File: src/rtl/muldiv_pkg.sv
// muldiv_pkg: op and state encodings shared by the multiply/divide unit
package muldiv_pkg;
    typedef enum logic [1:0] {
        MD_MULT  = 2'b00,
        MD_MULTU = 2'b01,
        MD_DIV   = 2'b10,
        MD_DIVU  = 2'b11
    } md_op_t;

    typedef enum logic [1:0] {
        MD_IDLE = 2'b00,
        MD_RUN  = 2'b01,
        MD_FIX  = 2'b10,
        MD_DONE = 2'b11
    } md_state_t;

    function automatic logic op_is_div(input logic [1:0] op);
        return op[1];
    endfunction

    function automatic logic op_is_signed(input logic [1:0] op);
        return ~op[0];
    endfunction
endpackage

File: src/rtl/md_iter_core.sv
// md_iter_core: one shift-add multiply step or one restoring divide step
module md_iter_core #(
    parameter int WIDTH = 32
) (
    input  logic               div,
    input  logic [2*WIDTH-1:0] acc,
    input  logic [WIDTH-1:0]   rem,
    input  logic [WIDTH-1:0]   m,
    output logic [2*WIDTH-1:0] acc_next,
    output logic [WIDTH-1:0]   rem_next
);
    logic [WIDTH:0] sum;
    logic [WIDTH:0] sh;
    logic [WIDTH:0] diff;

    // multiply: add multiplicand into the upper half when the low bit is set, then shift right;
    // divide: shift the next dividend bit into the remainder and keep the difference when no borrow
    always_comb begin
        sum      = {1'b0, acc[2*WIDTH-1:WIDTH]} + {1'b0, m};
        sh       = {rem, acc[WIDTH-1]};
        diff     = sh - {1'b0, m};
        acc_next = div ? {acc[2*WIDTH-1:WIDTH], acc[WIDTH-2:0], ~diff[WIDTH]}
                 : acc[0] ? {sum, acc[WIDTH-1:1]} : {1'b0, acc[2*WIDTH-1:1]};
        rem_next = div ? (diff[WIDTH] ? sh[WIDTH-1:0] : diff[WIDTH-1:0]) : rem;
    end
endmodule

File: src/rtl/muldiv_unit.sv
// muldiv_unit: multi-cycle MULT/MULTU/DIV/DIVU engine producing HI/LO with a pipeline stall
module muldiv_unit
    import muldiv_pkg::*;
#(
    parameter int WIDTH    = 32,
    parameter int FAST_MUL = 0,
    parameter int CNT_W    = $clog2(WIDTH + 1)
) (
    input  logic             clk,
    input  logic             rst,
    input  logic             start,
    input  logic [1:0]       op,
    input  logic [WIDTH-1:0] a,
    input  logic [WIDTH-1:0] b,
    input  logic             flush,
    output logic             busy,
    output logic             stall,
    output logic             result_valid,
    output logic [WIDTH-1:0] hi,
    output logic [WIDTH-1:0] lo
);
    md_state_t state;
    md_state_t state_nxt;
    logic [CNT_W-1:0] cnt;
    logic is_div;
    logic neg_q;
    logic neg_r;
    logic accept;
    logic op_div;
    logic direct;
    logic a_neg;
    logic b_neg;
    logic [WIDTH-1:0] m;
    logic [WIDTH-1:0] rem;
    logic [WIDTH-1:0] rem_step;
    logic [WIDTH-1:0] a_abs;
    logic [WIDTH-1:0] b_abs;
    logic [WIDTH-1:0] quo_fix;
    logic [WIDTH-1:0] rem_fix;
    logic [2*WIDTH-1:0] acc;
    logic [2*WIDTH-1:0] acc_step;
    logic [2*WIDTH-1:0] prod;
    logic [2*WIDTH-1:0] prod_fix;

    md_iter_core #(.WIDTH(WIDTH)) core (
        .div      (is_div),
        .acc      (acc),
        .rem      (rem),
        .m        (m),
        .acc_next (acc_step),
        .rem_next (rem_step)
    );

    // operand magnitudes, sign correction of the finished result, and next-state selection
    always_comb begin
        op_div    = op_is_div(op);
        a_neg     = op_is_signed(op) & a[WIDTH-1];
        b_neg     = op_is_signed(op) & b[WIDTH-1];
        a_abs     = a_neg ? -a : a;
        b_abs     = b_neg ? -b : b;
        prod      = {{WIDTH{1'b0}}, a_abs} * {{WIDTH{1'b0}}, b_abs};
        direct    = (FAST_MUL != 0) & ~op_div;
        accept    = start & ~flush & (state == MD_IDLE | state == MD_DONE);
        prod_fix  = neg_q ? -acc : acc;
        quo_fix   = neg_q ? -acc[WIDTH-1:0] : acc[WIDTH-1:0];
        rem_fix   = neg_r ? -rem : rem;
        state_nxt = flush ? MD_IDLE
                  : accept ? (direct ? MD_FIX : MD_RUN)
                  : state == MD_RUN ? (cnt == CNT_W'(WIDTH - 1) ? MD_FIX : MD_RUN)
                  : state == MD_FIX ? MD_DONE : MD_IDLE;
    end

    assign busy         = state == MD_RUN | state == MD_FIX;
    assign stall        = accept | busy;
    assign result_valid = state == MD_DONE;

    // state register, operand capture on accept, one iteration per RUN cycle, HI/LO written in FIX
    always_ff @(posedge clk) begin
        if (rst) begin
            state  <= MD_IDLE;
            cnt    <= '0;
            hi     <= '0;
            lo     <= '0;
            is_div <= 1'b0;
            neg_q  <= 1'b0;
            neg_r  <= 1'b0;
            m      <= '0;
            rem    <= '0;
            acc    <= '0;
        end else begin
            state <= state_nxt;
            cnt   <= (state == MD_RUN && !flush) ? cnt + 1'b1 : '0;
            if (accept) begin
                is_div <= op_div;
                neg_q  <= op_div ? (a_neg ^ b_neg) & (|b) : a_neg ^ b_neg;
                neg_r  <= a_neg;
                m      <= op_div ? b_abs : a_abs;
                rem    <= '0;
                acc    <= op_div ? {{WIDTH{1'b0}}, a_abs} : direct ? prod : {{WIDTH{1'b0}}, b_abs};
            end else if (state == MD_RUN) begin
                acc <= acc_step;
                rem <= rem_step;
            end
            if (state == MD_FIX && !flush) begin
                hi <= is_div ? rem_fix : prod_fix[2*WIDTH-1:WIDTH];
                lo <= is_div ? quo_fix : prod_fix[WIDTH-1:0];
            end
        end
    end
endmodule

File: config.mk
export PLATFORM = sky130hd
export DESIGN_NAME = muldiv_unit
export DESIGN_NICKNAME = d
export VERILOG_FILES = /design/src/rtl/muldiv_pkg.sv /design/src/rtl/md_iter_core.sv /design/src/rtl/muldiv_unit.sv
export SDC_FILE = /design/constraint.sdc
export NUM_CORES = 1
export LEC_CHECK = 0
export CAP_MARGIN = 10
export CORE_ASPECT_RATIO = 0.5
export CORE_MARGIN = 3
export CORE_UTILIZATION = 35
export CTS_CLUSTER_DIAMETER = 50
export DETAILED_ROUTE_END_ITERATION = 10
export RECOVER_POWER = 50
export SYNTH_ARGS = -nofsm -noshare
export SYNTH_HDL_FRONTEND = slang
export SYNTH_HIERARCHICAL = 1
export SYNTH_SLANG_ARGS = --single-unit
File: constraint.sdc
create_clock -name clk -period 4.43 [get_ports clk]
set_clock_uncertainty 0.05 [all_clocks]
set_input_delay 0.6645 -clock clk [delete_from_list [all_inputs] [get_ports clk]]
set_output_delay 0.6645 -clock clk [all_outputs]
set_load 0.01 [all_outputs]
# [Word-level counts from Yosys, hierarchy flattened]
# Index checks and enable logic that the tools add are counted.
[op_classes] addsub=8 n_mul=0 div=0 n_lt_le_gt_ge=0 n_eq_ne=5 n_shift=0 muxes=19 bitwise_logic=13 n_reduce_logical=12
[op_table] cell="2-to-1 mux 64 bit" count=5
[op_table] cell="2-to-1 mux 32 bit" count=9
[op_table] cell="negation 32 bit" count=4
[op_table] cell="negation 64 bit" count=1
[op_table] cell="adder 32 x 32 -> 33 bit" count=1
[op_table] cell="subtractor 33 x 32 -> 33 bit" count=1
[op_table] cell="OR reduction 32 bit" count=1
[op_table] cell="adder 6 x 1 -> 6 bit, second input constant" count=1
[op_table] cell="== test 6 x 5 -> 1 bit, second input constant" count=1
[op_table] cell="2-to-1 mux 2 bit" count=3
[op_table] cell="OR reduction 2 bit" count=3
[op_table] cell="bitwise AND 1 bit" count=5
[op_table] cell="== test 2 bit, second input constant" count=2
[op_table] cell="inverter 1 bit" count=4
[op_table] cell="AND reduction 2 bit" count=2
[op_table] cell="OR 1 bit" count=3
[op_table] cell="OR reduction 3 bit" count=1
[op_table] cell="== test 2 x 1 -> 1 bit, second input constant" count=1
[op_table] cell="logical AND 1 bit" count=2
[op_table] cell="zero test 2 bit" count=1
[op_table] cell="2-to-1 mux 1 bit" count=2
[op_table] cell="inequality test 2 x 1 -> 1 bit, second input constant" count=1
[op_table] cell="nonzero test 2 bit" count=1
[op_table] cell="zero test 1 bit" count=1
[op_table] cell="bitwise XOR 1 bit" count=1
[word_totals] ff_bits=203 latch_bits=0 ram_bits=0 mem_bits_ro=0 inputBits=70 out_inout_bits=67 word_cells=69 n_memories=0

# [Longest topological paths before layout]
[depth] depth_word=5 mapped_depth=15 ltp_nobuf=14

# [Hierarchy]
# Netlist, hierarchy kept.
[by_module_without_submodules] mod="muldiv_unit" n_inst=1 cells_per_inst=1450 area_per_inst_um2=11949.0 seq_area_each_um2=4063.9
[by_module_without_submodules] mod="md_iter_core" n_inst=1 cells_per_inst=759 area_per_inst_um2=5180.0 seq_area_each_um2=0.0

# [Least setup slack after synthesis]
# OpenSTA, ideal clock, no wires.
[synth_path] path_kind="register to register" start="register acc[31]" end="register acc[0]" setup_time_ns=0.086 arrival_time_ns=2.988 required_ns=4.294 setup_slack_ns=1.306 stages_incl_launch_ff=16 path_buffers=1 synth_period_minus_slack_ns=3.124 cell_sequence="dfxtp_1 -> inv_1 -> ha_1 -> fa_1 -> nand2b_1 -> a21oi_1 -> a21oi_2 -> or3_1 -> o221ai_2 -> o2111ai_4 -> nand3_4 -> buf_4 -> nand2_1 -> o21ai_0 -> mux2i_1 -> a211oi_1"
[synth_via] elab_chain_len=5
[synth_rtl] element="start, declared" line_no="muldiv_unit.sv:40" rtl="logic [2*WIDTH-1:0] acc;"
[synth_rtl] element="start signal, assigned" line_no="muldiv_unit.sv:99" rtl="acc <= op_div ? {{WIDTH{1'b0}}, a_abs} : direct ? prod : {{WIDTH{1'b0}}, b_abs};"
[synth_rtl] element="start signal, assigned" line_no="muldiv_unit.sv:101" rtl="acc <= acc_step;"
[synth_rtl] element="subtractor 33 x 32 -> 33 bit" line_no="md_iter_core.sv:21" rtl="diff = sh - {1'b0, m};"
[synth_rtl] element="inverter 1 bit" line_no="md_iter_core.sv:22" rtl="acc_next = div ? {acc[2*WIDTH-1:WIDTH], acc[WIDTH-2:0], ~diff[WIDTH]}"
[synth_rtl] element="2-to-1 mux 64 bit" line_no="md_iter_core.sv:22"
[synth_rtl] element="named net acc_step[0]" line_no="muldiv_unit.sv:41" rtl="logic [2*WIDTH-1:0] acc_step;"
[synth_rtl] element="2-to-1 mux 64 bit" line_no="muldiv_unit.sv:100" rtl="end else if (state == MD_RUN) begin"
[synth_rtl] element="2-to-1 mux 64 bit" line_no="muldiv_unit.sv:93" rtl="if (accept) begin"
# The timed path passes the listed nets, and every way through them passes these cells. The select of a mux whose other input is x is not followed.
# A chain may end at the register's enable or synchronous reset.

# [Worst setup path in the final report]
# Same ends and word-level chain as after synthesis.

==> impl_metrics.yaml <==
place:
  gp_congestion: 0.934
  placed_cells: 2896
  hpwl_um: 46800
  port_buffers: 136
  dpl_cell_area_sq_um: 19200
  place_worst_setup_slack_ps: 530
clocking:
  cts_resized: 0
  ctsRootBufferMaster: "clkbuf_16"
  cts_buffers: 26
  clock_sinks: 203
  holdBufCountCts: 0
  clkTransAtPathRegs_ps: 60
  tritoncts: "built"
  clk_latency_ps: 560
  cts_setup_buffers: 0
  clockBufferDepth: 3
  htreeDepth: 1
power_and_ir_drop:
  p_comb_share_pct: 21.7
  sw_frac_of_total_pct: 32.0
  peakVddDrop_uv: 261
  internal-power_mw: 3.74
  leakage_nw: 7.61
  pwr-share-clk_pct: 42.1
  seqPwrFrac_pct: 36.2
  power.total_mw: 5.50
  power.density_nw_per_um2: 274
  p_switching_mw: 1.76
sta:
  final.setup.worst_slack_ps: 430
  max_slew_margin_pct: -64.4
  finalSetupTns_ps: 0
  timing.final.crit_share_pct: 90.3
  setup_violations: 0
  rsz0062_at_grt: "false"
  worst_slew_pin_slew_ps: 2470
  period_needed_ps: 4000
  max_freq_mhz: 250
  final_max_slew_viol_count: 165
  report.final.hold_viol_count: 0
  hold_ws_ps: 386
worst_hold_path:
  hp-class: "register to register"
  whs_endpoint: "hi[4]"
  min_from: "hi[4]"
  hold_depth: 2
layout:
  stdcell_area_sq_um: 20000
  nFillCells: 4858
  final_common_cell: "nor2_1"
  nets: 2430
  antenna_cells: 0
  instances_no_fill: 2943
  multi_input_area_sq_um: 12200
  syn_to_final_growth_pct: 16.9
  seq_area_sq_um: 4070
  post-route-util_pct: 42.1
  final_cell_mix: "nor2_1, dfxtp_1, nand2_1, a21oi_1, mux2i_1"
  layout-drive-gt1-share_pct: 7.38
route:
  drt_iter0_markers: 1771
  drc_errors: 0
  routed_wl_um: 61600
  firstDrtPassIters: 5
  vias: 17400
  drtAntennaViolNets: 0
  viasPerCell: 5.91
  wire_per_inst_um: 20.9
yosys:
  synth_area_per_cell_sq_um: 7.75
  netlist_area_sq_um: 17100
  synthMuxAreaShare_pct: 10.7
  synth_top_family_by_area: "compound AO/OA/AOI/OAI gates"
  ys_seq_area_share_pct: 23.7
  synth_compound_area_share_pct: 25.4
  yosys_register_bits: 203
  ys.flop_type: "dfxtp_1"
  syn_inst: 2209
  synth_fa_ha_area_share_pct: 5.49
  synthXorXnorAreaFrac_pct: 8.74
  synth_simple_gate_area_share_pct: 21.2
  postSynth.asyncResetShare_pct: 0
  synth_edf_count: 0
  synthDistinctLibCells: 97
  ys_warn_count: 6
  synth_nets: 2353
setup_path:
  regToRegEndpoint: "acc[0]"
  crit_path_end_kind: "register"
  cp-startpoint: "acc[31]"
  rr_worst_depth: 14
  r2r_start: "acc[31]"
  worst_setup_path_start_kind: "register"
  rrSetupSlack_ps: 430
  worstPathRequired_ps: 4740
  crit_path_max_fanout: 30
  critPathKind: "register to register"
  arrival_ps: 4310
grt:
  grt_max_degree: 68
  grt_pass1_vias: 15700
  grt_pass1_wl_um: 93700
  grt_overflow_total: 0
  antenna_found_initial: 1
  gr-usage-all-layers_pct: 22.7
floorplan:
  die-area_sq_um: 51800
  die_x_um: 319
  initial_core_util_pct: 36.0
  pin_count: 137
  core_sq_um: 47600
  num_rows: 56
  die_h_um: 162
run:
  cap_violations: 3
run_status:
  violations: "capacitance limit, slew limit"
  status: "finished with violations"
cells in the mapped netlist (all sizes together), types with 17 or more instances:
master / number / area share, %
a211oi: 58 / 2.5
nand2b: 27 / 0.99
a21o: 40 / 1.8
nand3b: 17 / 0.75
nor2: 233 / 5.1
xor2: 83 / 4.2
or3: 38 / 1.4
inv: 67 / 1.5
nor3: 47 / 1.4
o31ai: 33 / 1.5
nand2: 184 / 4.0
dfxtp: 203 / 24
mux2: 36 / 2.4
buf: 38 / 1.1
o41ai: 24 / 1.2
o21ai: 119 / 3.5
nand3: 35 / 1.1
ha: 72 / 5.3
or4: 32 / 1.4
nor4: 26 / 1.1
clkbuf: 100 / 2.2
o221ai: 25 / 1.3
xnor2: 88 / 4.5
a31oi: 28 / 1.0
mux2i: 143 / 8.4
a21oi: 161 / 4.7
power groups by stage:
stage	clock, mW	sequential, mW	combinational, mW
2_1_floorplan	0	1.96	0.835
3_3_place_gp	0	2.02	1.18
3_5_place_dp	0	2.02	1.18
4_1_cts	2.34	1.98	1.19
5_1_grt	2.42	1.99	1.29
6_report	2.32	1.99	1.19
registers in the layout (all words and copies together) (netlist names), 2 cells and up:
| signal | cells |
|---|---|
| hi | 32 |
| acc | 64 |
| state | 2 |
| rem | 32 |
| cnt | 6 |
| lo | 32 |
| m | 32 |
cell type report:
| class | instances | area share, % |
|---|---|---|
| Clock buffer | 32 | 3.57 |
| Clock inverter | 15 | 1.04 |
| Inverter | 68 | 1.27 |
| Multi-Input combinational cell | 1800 | 61.1 |
| Sequential cell | 203 | 20.3 |
| Tap cell | 638 | 3.99 |
| Timing Repair Buffer | 187 | 8.70 |
how the worst max path moves through the flow:
stage / slack, ps / depth (start not counted) / endpoint
after floorplan: 1310 / 15 / acc[0]
after global placement: 620 / 14 / acc[0]
after detailed placement: 530 / 14 / acc[0]
after CTS: 530 / 14 / acc[0]
after global routing: 110 / 14 / acc[0]
final: 430 / 14 / acc[0]
metal layers:
| metal | GRT usage (%) | wire length [um] |
|---|---|---|
| met5 | 0 | 0 |
| met1 | 32.3 | 28200 |
| met2 | 36.0 | 27400 |
| met3 | 2.92 | 4310 |
| met4 | 6.30 | 1710 |
logic make-up after synthesis:
| logic type | after synthesis |
|---|---|
| compound gates | 645 |
| buf+inv | 206 |
| xor+xnor | 171 |
| flops | 203 |
| fa+ha+maj | 74 |
| simple gates | 731 |
| mux | 179 |
worst max-delay path, cell delays in order, from the launching register on:
cell,delay [ps]
dfxtp_1,390
inv_1,160
ha_1,240
fa_1,410
nand2b_1,160
a21oi_1,310
a21oi_2,140
or3_1,400
o221ai_2,140
or4_4,220
nand3_4,420
nand2_1,390
o21ai_0,130
mux2i_1,160
a211oi_1,90
Power figures use the tool's default switching activity.
